$ cat src/rtl/minilogix_cfg_loader.sv
// -----------------------------------------------------------------------------
// minilogix_cfg_loader
//   Converts a byte stream into the serial configuration protocol
//   (load_en / load_clk / load_dat) of the programmable logic block.
//   Bytes are shifted out MSB first. Each bit is held with load_clk low for
//   CLK_DIV cycles, then with load_clk high for CLK_DIV cycles. The consumer
//   samples load_dat on the rising edge of load_clk.
//
// Parameters
//   CFG_BITS  configuration bits per frame (1..4096)
//   CLK_DIV   clk cycles per load_clk phase (1..255)
//
// Ports
//   clk, rst_n     clock and synchronous active-low reset
//   i_start        start a frame (accepted only when idle)
//   i_abort        terminate the current frame immediately
//   i_byte         configuration byte, MSB first
//   i_byte_valid   i_byte is valid
//   o_byte_ready   loader takes i_byte this cycle (valid & ready)
//   o_load_en      frame enable
//   o_load_clk     serial clock
//   o_load_dat     serial data
//   o_busy         not idle
//   o_done         one-cycle pulse at frame completion
// -----------------------------------------------------------------------------
module minilogix_cfg_loader #(
    parameter int CFG_BITS = 64,
    parameter int CLK_DIV  = 4
) (
    input  logic       clk,
    input  logic       rst_n,
    input  logic       i_start,
    input  logic       i_abort,
    input  logic [7:0] i_byte,
    input  logic       i_byte_valid,
    output logic       o_byte_ready,
    output logic       o_load_en,
    output logic       o_load_clk,
    output logic       o_load_dat,
    output logic       o_busy,
    output logic       o_done
);

    typedef enum logic [2:0] {
        S_IDLE,
        S_WAIT_BYTE,
        S_SHIFT_LO,
        S_SHIFT_HI,
        S_TRAIL,
        S_DONE
    } state_e;

    localparam logic [7:0]  DIV_LAST  = 8'(CLK_DIV - 1);
    // The count is compared one short of CFG_BITS, so a 12-bit counter
    // still covers CFG_BITS = 4096.
    localparam logic [12:0] BITS_LAST = 13'(CFG_BITS - 1);

    state_e      state_q, state_d;
    logic [7:0]  div_q, div_d;
    logic [11:0] cnt_q, cnt_d;
    logic [2:0]  bit_q, bit_d;
    logic [7:0]  sh_q, sh_d;

    logic ready_q, ready_d;
    logic en_q, en_d;
    logic clk_q, clk_d;
    logic dat_q, dat_d;
    logic busy_q, busy_d;
    logic done_q, done_d;

    logic phase_end;
    logic accept;
    logic last_bit;

    assign phase_end = (div_q == DIV_LAST);
    assign accept    = ready_q & i_byte_valid;
    assign last_bit  = ({1'b0, cnt_q} == BITS_LAST);

    always_comb begin
        state_d = state_q;
        div_d   = div_q;
        cnt_d   = cnt_q;
        bit_d   = bit_q;
        sh_d    = sh_q;

        if (state_q != S_IDLE && i_abort) begin
            // Abort beats everything, including a handshake in this cycle.
            state_d = S_IDLE;
            div_d   = '0;
            cnt_d   = '0;
            bit_d   = '0;
        end else begin
            unique case (state_q)
                S_IDLE: begin
                    if (i_start && !i_abort) begin
                        state_d = S_WAIT_BYTE;
                        div_d   = '0;
                        cnt_d   = '0;
                        bit_d   = '0;
                    end
                end
                S_WAIT_BYTE: begin
                    if (accept) begin
                        sh_d    = i_byte;
                        bit_d   = '0;
                        div_d   = '0;
                        state_d = S_SHIFT_LO;
                    end
                end
                S_SHIFT_LO: begin
                    if (phase_end) begin
                        div_d   = '0;
                        state_d = S_SHIFT_HI;
                    end else begin
                        div_d = div_q + 8'd1;
                    end
                end
                S_SHIFT_HI: begin
                    if (phase_end) begin
                        div_d = '0;
                        cnt_d = cnt_q + 12'd1;
                        bit_d = bit_q + 3'd1;
                        sh_d  = {sh_q[6:0], 1'b0};
                        // Frame end wins over byte end: a partial last byte
                        // simply drops its unsent low bits.
                        if (last_bit)
                            state_d = S_TRAIL;
                        else if (bit_q == 3'd7)
                            state_d = S_WAIT_BYTE;
                        else
                            state_d = S_SHIFT_LO;
                    end else begin
                        div_d = div_q + 8'd1;
                    end
                end
                S_TRAIL: begin
                    if (phase_end) begin
                        div_d   = '0;
                        state_d = S_DONE;
                    end else begin
                        div_d = div_q + 8'd1;
                    end
                end
                S_DONE: begin
                    state_d = S_IDLE;
                end
                default: begin
                    state_d = S_IDLE;
                end
            endcase
        end

        // Outputs are registered from the next state so they line up with
        // state_q and come straight from flops.
        en_d   = (state_d == S_WAIT_BYTE) || (state_d == S_SHIFT_LO) ||
                 (state_d == S_SHIFT_HI)  || (state_d == S_TRAIL);
        clk_d  = (state_d == S_SHIFT_HI);
        dat_d  = ((state_d == S_SHIFT_LO) || (state_d == S_SHIFT_HI)) ? sh_d[7] : 1'b0;
        // Ready rises on the second WAIT_BYTE cycle, so every byte costs one
        // wait cycle plus one transfer cycle.
        ready_d = (state_q == S_WAIT_BYTE) && (state_d == S_WAIT_BYTE);
        busy_d  = (state_d != S_IDLE);
        done_d  = (state_d == S_DONE);
    end

    always_ff @(posedge clk) begin
        if (!rst_n) begin
            state_q <= S_IDLE;
            div_q   <= '0;
            cnt_q   <= '0;
            bit_q   <= '0;
            sh_q    <= '0;
            ready_q <= 1'b0;
            en_q    <= 1'b0;
            clk_q   <= 1'b0;
            dat_q   <= 1'b0;
            busy_q  <= 1'b0;
            done_q  <= 1'b0;
        end else begin
            state_q <= state_d;
            div_q   <= div_d;
            cnt_q   <= cnt_d;
            bit_q   <= bit_d;
            sh_q    <= sh_d;
            ready_q <= ready_d;
            en_q    <= en_d;
            clk_q   <= clk_d;
            dat_q   <= dat_d;
            busy_q  <= busy_d;
            done_q  <= done_d;
        end
    end

    assign o_byte_ready = ready_q;
    assign o_load_en    = en_q;
    assign o_load_clk   = clk_q;
    assign o_load_dat   = dat_q;
    assign o_busy       = busy_q;
    assign o_done       = done_q;

endmodule

$ cat config.mk
export PLATFORM = sky130hd
export DESIGN_NAME = minilogix_cfg_loader
export DESIGN_NICKNAME = d
export VERILOG_FILES = /design/src/rtl/minilogix_cfg_loader.sv
export SDC_FILE = /design/constraint.sdc
export NUM_CORES = 1
export LEC_CHECK = 0
export BUFFER_PORTS_ARGS = -buffer_cell sky130_fd_sc_hd__buf_2
export CELL_PAD_IN_SITES_DETAIL_PLACEMENT = 0
export CELL_PAD_IN_SITES_GLOBAL_PLACEMENT = 1
export CORE_MARGIN = 3
export CORE_UTILIZATION = 40
export DETAILED_ROUTE_END_ITERATION = 10
export GPL_ROUTABILITY_DRIVEN = 0
export PLACE_DENSITY = 0.71
export SYNTH_ARGS = -nofsm -noshare
export SYNTH_HDL_FRONTEND = slang
export SYNTH_SLANG_ARGS = --single-unit
export TNS_END_PERCENT = 10
$ cat constraint.sdc
create_clock -name clk -period 2.2 [get_ports clk]
set_clock_uncertainty 0.05 [all_clocks]
set_input_delay 0.33 -clock clk [delete_from_list [all_inputs] [get_ports clk]]
set_output_delay 0.33 -clock clk [all_outputs]
set_load 0.01 [all_outputs]
# After elaboration in Yosys (flattened, before gate mapping)
# Cells that the tools add are included.
[op_classes] add_sub_neg=3 eq_ne=15 n_mux=24 bitwise=3 reduce_logical=22
[op_table] operator="$mux W8" count=6
[op_table] operator="$mux W3" count=10
[op_table] operator="$mux W12" count=2
[op_table] operator="$pmux W12 S2" count=1
[op_table] operator="$pmux W8 S3" count=1
[op_table] operator="$pmux W8 S2" count=1
[op_table] operator="$pmux W3 S5" count=1
[op_table] operator="$add A12 B1 Y12 const B" count=1
[op_table] operator="$eq A12 B6 Y1 const B" count=1
[op_table] operator="$eq A3 B2 Y1 const B" count=4
[op_table] operator="$eq A3 B3 Y1 const B" count=4
[op_table] operator="$reduce_bool A3 Y1" count=4
[op_table] operator="$pmux W3 S3" count=1
[op_table] operator="$add A8 B1 Y8 const B" count=1
[op_table] operator="$eq A8 B2 Y1 const B" count=1
[op_table] operator="$reduce_and A4 Y1" count=2
[op_table] operator="$eq A3 B1 Y1 const B" count=2
[op_table] operator="$ne A2 B2 Y1 const B" count=3
[op_table] operator="$reduce_and A3 Y1" count=2
[op_table] operator="$logic_or A1 B1 Y1" count=4
[op_table] operator="$reduce_bool A2 Y1" count=2
[op_table] operator="$add A3 B1 Y3 const B" count=1
[op_table] operator="$logic_and A1 B1 Y1" count=3
[op_table] operator="$logic_not A3 Y1" count=1
[op_table] operator="other kinds (7)" count=8
[word_totals] reg_bits=40 inputBits=13 out_inout_bits=6

# Depth between registers and ports, before layout
# Gate-level depths: netlist of run 1.
[depth] ltp_word=10 depth_mapped=8 mapped_depth_nobuf=6

# Worst setup path before layout of run 1
# No wires, ideal clock.
[synth_path] kind="reg-to-reg" from="register cnt_q[7]" to="register en_q (netlist: o_load_en)" setup_ns=0.118 t_arrival_ns=2.022 slack_ns=0.010 path_stages_with_launch=6 path_cell_list="dfxtp_1 > or4_4 > or4_4 > a221oi_4 > or3b_1 > mux2i_1"
[synth_between] elab_chain_cells=9 elab_cells_between_ends=12
[synth_rtl] element="start: declaration" line="60" source="logic [11:0] cnt_q, cnt_d;"
[synth_rtl] element="start signal: assignment" line="182" source="cnt_q <= cnt_d;"
[synth_rtl] element="$eq A12 B6 Y1 *" line="77" source="assign last_bit = ({1'b0, cnt_q} == BITS_LAST);"
[synth_rtl] element="$mux W3 *" line="126" source="if (last_bit)"
[synth_rtl] element="$mux W3 *" line="119" source="if (phase_end) begin"
[synth_rtl] element="$pmux W3 S5 *" line="93" source="unique case (state_q)"
[synth_rtl] element="$mux W3 *" line="86" source="if (state_q != S_IDLE && i_abort) begin"
[synth_rtl] element="$eq A3 B1 Y1 or $eq A3 B2 Y1 (tied branches)" line="155" source="en_d = (state_d == S_WAIT_BYTE) || (state_d == S_SHIFT_LO) ||"
[synth_rtl] element="$logic_or A1 B1 Y1 (2 in a row)" line="155"
[synth_rtl] element="$logic_or A1 B1 Y1 *" line="156" source="(state_d == S_SHIFT_HI) || (state_d == S_TRAIL);"
[synth_rtl] element="end signal: assignment" line="186" source="en_q <= en_d;"
[synth_rtl] element="end: declaration" line="65" source="logic en_q, en_d;"
# Every way passes the cells marked *; elsewhere a longest branch is shown, timed or not.
# A chain may end at the register's enable or synchronous reset.

# Worst setup path in the final report of run 1
# Same ends and word-level chain as after synthesis.

==> impl_metrics.yaml, run 1 <==
status:
  outcome: "finished with violations"
  violations: "negative setup slack"
timing:
  setup_violations: 1
  layout_setup_ws_ns: -0.00881
  period_needed_ns: 2.21
  hold_slack_ns: 0.244
  grt_setup_unrepaired: "true"
  slew_headroom_pct: 59.7
  worst_pin_slew_ns: 0.604
  maxSlewViolCount: 0
  max_freq_mhz: 453
  fin_tns_setup_ns: -0.00881
  hold_viol: 0
  period_share_pct: 100
global_route:
  overflow: 0
  globalRouteTotalUtil_pct: 16.0
  grt_max_degree: 16
  grt_pass1_wl_um: 7720
  grt_pass1_vias: 1657
  antenna_found_initial: 0
worst_setup_path:
  slowest_delay_ns: 0.54
  reg2reg_from: "cnt_q[7]$_SDFFE_PP0P_"
  crit_chain: "or4_4 -> or4_4 -> a221oi_4 -> or3b_1 -> mux2i_1"
  worstSetupStartpointType: "flop"
  cpMostUsedCell: "or4_4"
  worst-setup-path-type: "flop to flop"
  arrival_ns: 2.34
  path_buf_inv: 0
  cp.depth: 5
  endpoint: "o_load_en$_SDFF_PN0_"
  slowest_stage: "or4_4"
  cp_top_family: "simple AND/OR/NAND/NOR gates"
  crit_start: "cnt_q[7]$_SDFFE_PP0P_"
  path_max_fanout: 3
  endpoint_kind: "flop"
  crit_required_ns: 2.33
  timing.rr.end: "o_load_en$_SDFF_PN0_"
  r2r_setup_slack_ns: -0.009
  reg2reg_depth: 5
routing:
  via_per_inst: 5.12
  drc_errors: 0
  finalWirelength_um: 4280
  drtIter0Drc: 66
  firstDrtPassIters: 4
  wire_per_inst_um: 13.2
  ant_nets: 0
  dr_total_vias: 1660
power:
  total_power_uw: 1470
  ir_drop_mv: 0.379
  p_leak_uw: 0.000988
  p_per_area_nw_per_um2: 622
synthesis:
  synth_top_area_cell: "dfxtp_1"
  netlist_area_um2: 1960
  postSynth.asyncResetShare_pct: 0
  ys_top_cells_by_count: "40 x dfxtp_1, 31 x nor2_1, 20 x nand2_1"
  yosys.area.top_type_share_pct: 40.8
  ys_seq_area_share_pct: 40.8
  syn-num-nets: 242
  synthCells: 225
  synth_most_common_cell: "dfxtp_1"
  synth-edff-count: 0
  synthTopCellsByArea: "dfxtp_1 41%, nor2_1 5.9%, xor2_1 5.4%, nand2_1 3.8%, o211a_1 3.1%"
  ys_ff_latch: 40
  yosysUniqueCellTypes: 48
  yosys_most_used_dff: "dfxtp_1"
  avgSynthCellArea_um2: 8.71
  ys_warn_count: 0
clocking:
  cts_tree: "done"
  root_buffer: "clkbuf_8"
  clock_latency_ns: 0.29
  clkTransAtPathRegs_ns: 0.08
  h-tree-depth: 2
  postCtsSetupBuffers: 0
  clock_sinks: 40
  clockBufferDepth: 2
  cts-buffers-inserted: 5
finish:
  nNetsFinal: 275
  num-fill-cells: 465
  syn_to_final_growth_pct: 20.7
  drive_above_1_share_pct: 22.4
  diodes: 0
die:
  pin_count: 19
  core-area_um2: 4530
  fp.dieArea_um2: 5780
  die_w_um: 76.0
  start_util_pct: 43.2
  die_h_um: 76.0
  num_rows: 24
min_path:
  min_path_cells: 3
  hp-class: "primary input to flop"
  min_from: "i_byte[0]"
run:
  drv_cap: 0
place:
  io_buffers: 18
  hpwl_um: 3180
-- sequential cells by signal, summed over array words and instances (netlist names), 3 cells and up --
name / flops
bit_q: 3
cnt_q: 12
div_q: 8
sh_q: 8
state_q: 3
-- area by class of cell --
cell class | instances | area (um^2) | area share, %
clock inverters | 3 | 42.5 | 1.80
inverters | 6 | 22.5 | 0.952
clock buffers | 5 | 68.8 | 2.91
multi-input cells | 169 | 1120 | 47.3
well taps | 65 | 81.3 | 3.44
flip-flops and latches | 40 | 802 | 33.9
repair buffers | 36 | 229 | 9.68
-- timing repair --
action,in CTS,in global routing
endpoints found under the hold margin,0,0
resized for setup,0,5
hold buffers,0,0
setup endpoints to repair,1,6
-- per-layer routing --
metal	wire length (um)	track usage, %
met3	123	3.43
met2	1920	25.4
met4	25	4.89
met1	2210	21.9
met5	0	0
-- where the power goes --
group	internal, uW	leakage (uW)	total, uW	switching, uW
clock	336	0.0000541	593	257
combinational	57.6	0.000610	132	73.9
sequential	737	0.000324	747	10.1
total	1130	0.000988	1470	341
-- cells in the final DEF, fill, tap and decap left out, types with 4 or more instances in the layout --
| cell type | instances |
|---|---|
| a21oi_1 | 9 |
| inv_1 | 6 |
| nor3_1 | 4 |
| nor2b_1 | 6 |
| nand2_1 | 20 |
| o2111ai_1 | 4 |
| nand4_1 | 4 |
| nand2b_1 | 4 |
| buf_4 | 17 |
| a22oi_1 | 7 |
| or3_1 | 5 |
| dfxtp_1 | 39 |
| ha_1 | 4 |
| clkbuf_8 | 5 |
| xor2_1 | 12 |
| nor2_1 | 31 |
| o21ai_0 | 6 |
| o211a_1 | 6 |
| buf_2 | 18 |
-- how the worst min path moves through the flow --
stage,to,slack [ns]
floorplan,o_busy$_SDFF_PN0_,0.36
global placement,bit_q[1]$_SDFFE_PP0P_,0.39
detailed placement,bit_q[2]$_SDFFE_PP0P_,0.40
CTS,sh_q[0]$_SDFFE_PN0P_,0.24
global route,sh_q[0]$_SDFFE_PN0P_,0.25
finish,sh_q[0]$_SDFFE_PN0P_,0.24
-- worst reg2reg max path, stage by stage, from the launching register on --
cell      delay (ns)
dfxtp_2         0.32
or4_4           0.54
or4_4           0.44
a221oi_4        0.24
or3b_1          0.39
mux2i_1         0.12
-- cells by family (layout without fill, tap and decap cells) --
logic type | after synthesis | after routing | share of synthesized area [%]
fa+ha+maj | 5 | 5 | 3.06
simple gates | 98 | 98 | 25.7
mux | 3 | 3 | 1.53
xor+xnor | 15 | 15 | 6.70
compound gates | 48 | 48 | 19.0
flops | 40 | 40 | 40.8
buf+inv | 16 | 50 | 3.13
-- metrics by stage --
| step | cell area (um^2) | util [%] | setup slack [ns] | cells |
|---|---|---|---|---|
| 4_1_cts | 2340 | 51.7 | -0.00386 | 324 |
| 3_3_place_gp | 2230 | 49.3 | 0.0250 | 316 |
| 6_report | 2370 | 52.2 | -0.00881 | 324 |
| 2_1_floorplan | 1960 | - | 0.00980 | 225 |
| 3_5_place_dp | 2230 | 49.3 | 0.0102 | 316 |
| 5_1_grt | 2370 | 52.2 | -0.0605 | 324 |
Note: power is estimated with default switching activity, not from simulation.
==> run 2: changes to the inputs <==
--- a/config.mk
+++ b/config.mk
@@ -5,14 +5,15 @@
 export SDC_FILE = /design/constraint.sdc
 export NUM_CORES = 1
 export LEC_CHECK = 0
+export ABC_AREA = 1
 export BUFFER_PORTS_ARGS = -buffer_cell sky130_fd_sc_hd__buf_2
 export CELL_PAD_IN_SITES_DETAIL_PLACEMENT = 0
 export CELL_PAD_IN_SITES_GLOBAL_PLACEMENT = 1
 export CORE_MARGIN = 3
-export CORE_UTILIZATION = 40
+export CORE_UTILIZATION = 38
 export DETAILED_ROUTE_END_ITERATION = 10
 export GPL_ROUTABILITY_DRIVEN = 0
-export PLACE_DENSITY = 0.71
+export PLACE_DENSITY = 0.7
 export SYNTH_ARGS = -nofsm -noshare
 export SYNTH_HDL_FRONTEND = slang
 export SYNTH_SLANG_ARGS = --single-unit
==> impl_metrics.yaml, run 2 <==
clocking:
  cts-buffers-inserted: 5
  cts_tree: "done"
  clock_sinks: 40
  clockBufferDepth: 2
  root_buffer: "clkbuf_8"
  clkTransAtPathRegs_ns: 0.08
  cts.hold.buffers_added: 0
  postCtsSetupBuffers: 0
  post_cts_resized: 0
  clock_latency_ns: 0.29
  h-tree-depth: 2
timing:
  period_share_pct: 83.2
  worst_pin_slew_ns: 0.420
  fin_tns_setup_ns: 0
  setup_violations: 0
  maxSlewViolCount: 0
  slew_headroom_pct: 71.8
  period_needed_ns: 1.83
  grt_setup_unrepaired: "false"
  max_freq_mhz: 546
  hold_viol: 0
worst_setup_path:
  path_max_fanout: 6
  worstSetupStartpointType: "flop"
  cp_top_family: "simple AND/OR/NAND/NOR gates"
  path_buf_inv: 0
  worst-setup-path-type: "flop to flop"
  slowest_stage: "dfxtp_1"
  crit_required_ns: 2.34
  endpoint_kind: "flop"
  crit_chain: "ha_1 -> nand2_1 -> nor2_1 -> nor2_4 -> nor3_2 -> o21ai_0 -> o211a_1"
  arrival_ns: 1.97
  slowest_delay_ns: 0.37
finish:
  reg.largest.list: "cnt_q (12), div_q (8), sh_q (8)"
  syn_to_final_growth_pct: 11.0
  layout_commonest_cell: "nand2_1"
  num-fill-cells: 588
  largest_reg_flops: 12
  multiInputGateArea_um2: 1150
  drive_above_1_share_pct: 18.4
  diodes: 0
  final_cell_area_um2: 2370
  register_area_um2: 801
  final_cell_mix: "72 x nand2_1, 43 x nor2_1, 40 x dfxtp_1, 33 x inv_1, 18 x buf_2"
  final_util_pct: 45.0
  nNetsFinal: 343
  largest_register: "cnt_q"
synthesis:
  ys_top_cells_by_count: "72 x nand2_1, 43 x nor2_1, 40 x dfxtp_1"
  synth_most_common_cell: "nand2_1"
  yosys.area.top_type_share_pct: 37.5
  syn-num-nets: 320
  yosysUniqueCellTypes: 35
  synthCells: 303
  synthTopCellsByArea: "dfxtp_1 37%, nand2_1 13%, nor2_1 7.6%, inv_1 5.8%, a21oi_1 4.0%"
  ys_warn_count: 0
  postSynth.asyncResetShare_pct: 0
  ys_ff_latch: 40
  avgSynthCellArea_um2: 7.05
  synth_top_area_cell: "dfxtp_1"
  synth-edff-count: 0
  ys_seq_area_share_pct: 37.5
  netlist_area_um2: 2140
  yosys_most_used_dff: "dfxtp_1"
global_route:
  overflow: 0
  globalRouteTotalUtil_pct: 15.5
  antenna_found_initial: 0
  grt_max_degree: 15
  grt_pass1_wl_um: 8020
  grt_pass1_vias: 1742
routing:
  dr_total_vias: 1872
  wl_met2_um: 2030
  top_layer: "met4"
  drc_errors: 0
  finalWirelength_um: 4570
  via_per_inst: 4.73
  firstDrtPassIters: 4
  drtIter0Drc: 110
  ant_nets: 0
  wl_met1_um: 2380
  wire_per_inst_um: 11.5
  dr_wl_met3_um: 129
power:
  p_leak_uw: 0.00104
  ir_drop_mv: 0.231
  p_per_area_nw_per_um2: 573
  total_power_uw: 1360
die:
  core-area_um2: 5270
  die_w_um: 81.0
  fp.dieArea_um2: 6560
  pin_count: 19
  num_rows: 26
  die_h_um: 81.0
  start_util_pct: 40.6
run:
  drv_cap: 0
min_path:
  hp-class: "primary input to flop"
place:
  hpwl_um: 3440
  placed_area_um2: 2290
  io_buffers: 18
status:
  outcome: "complete, no violations"
run 2: changes by cell type after synthesis, sizes merged, moves of 11 or more:
cell   before  now
inv         6   40
xor2       12    1
nand2      20   80
nor2       32   54
nand3       3   18
run 2: power by group:
group / leakage (uW) / total, uW / switching (uW) / internal (uW)
sequential: 0.000324 / 751 / 9.43 / 742
combinational: 0.000680 / 147 / 99.3 / 48.0
clock: 0.0000410 / 461 / 246 / 216
run 2: kinds of logic after synthesis:
logic type                 after synthesis  synth area share, %
and+or+nand+nor                        167                 38.0
AOI/OAI and AO/OA                       47                 13.0
adders and majority gates                4                 2.34
buffers and inverters                   44                 8.78
DFF                                     40                 37.5
xor gates and xnor gates                 1                0.410
run 2: area by class of cell:
class                           count  share of cell area [%]
Tap cell                           70                    3.69
Timing Repair Buffer               20                    4.43
Multi-Input combinational cell    219                    48.4
Sequential cell                    40                    33.8
Clock buffer                        6                    3.06
Clock inverter                      1                   0.211
Inverter                           40                    6.43
run 2: final timing paths:
| check | start | endpoint | slack [ns] | depth (start not counted) |
|---|---|---|---|---|
| max | div_q[0]$_SDFFE_PP0P_ | bit_q[0]$_SDFFE_PP0P_ | 0.37 | 7 |
| min reg2reg | sh_q[0]$_SDFFE_PN0P_ | sh_q[0]$_SDFFE_PN0P_ | 0.42 | 2 |
| max reg2reg | div_q[0]$_SDFFE_PP0P_ | bit_q[0]$_SDFFE_PP0P_ | 0.37 | 7 |
| min | i_byte[4] | sh_q[4]$_SDFFE_PN0P_ | 0.24 | 3 |
run 2: metal layers:
| metal | vias up | global-route usage, % |
|---|---|---|
| li1 | 1020 | - |
| met1 | 828 | 21.6 |
| met2 | 22 | 23.6 |
| met3 | 2 | 2.99 |
| met4 | 0 | 5.57 |
| met5 | - | 0 |
run 2: worst register-to-register path, stage by stage (launching register included):
cell	delay, ns
dfxtp_1	0.37
ha_1	0.27
nand2_1	0.09
nor2_1	0.24
nor2_4	0.09
nor3_2	0.34
o21ai_0	0.16
o211a_1	0.13
run 2: stage by stage:
stage | std cells | setup slack [ns] | hold slack, ns
after global routing | 396 | 0.145 | 0.255
after detailed placement | 389 | 0.391 | 0.407
after global placement | 389 | 0.394 | 0.410
after floorplan | 303 | 0.659 | 0.388
final | 396 | 0.369 | 0.243
after CTS | 396 | 0.376 | 0.232
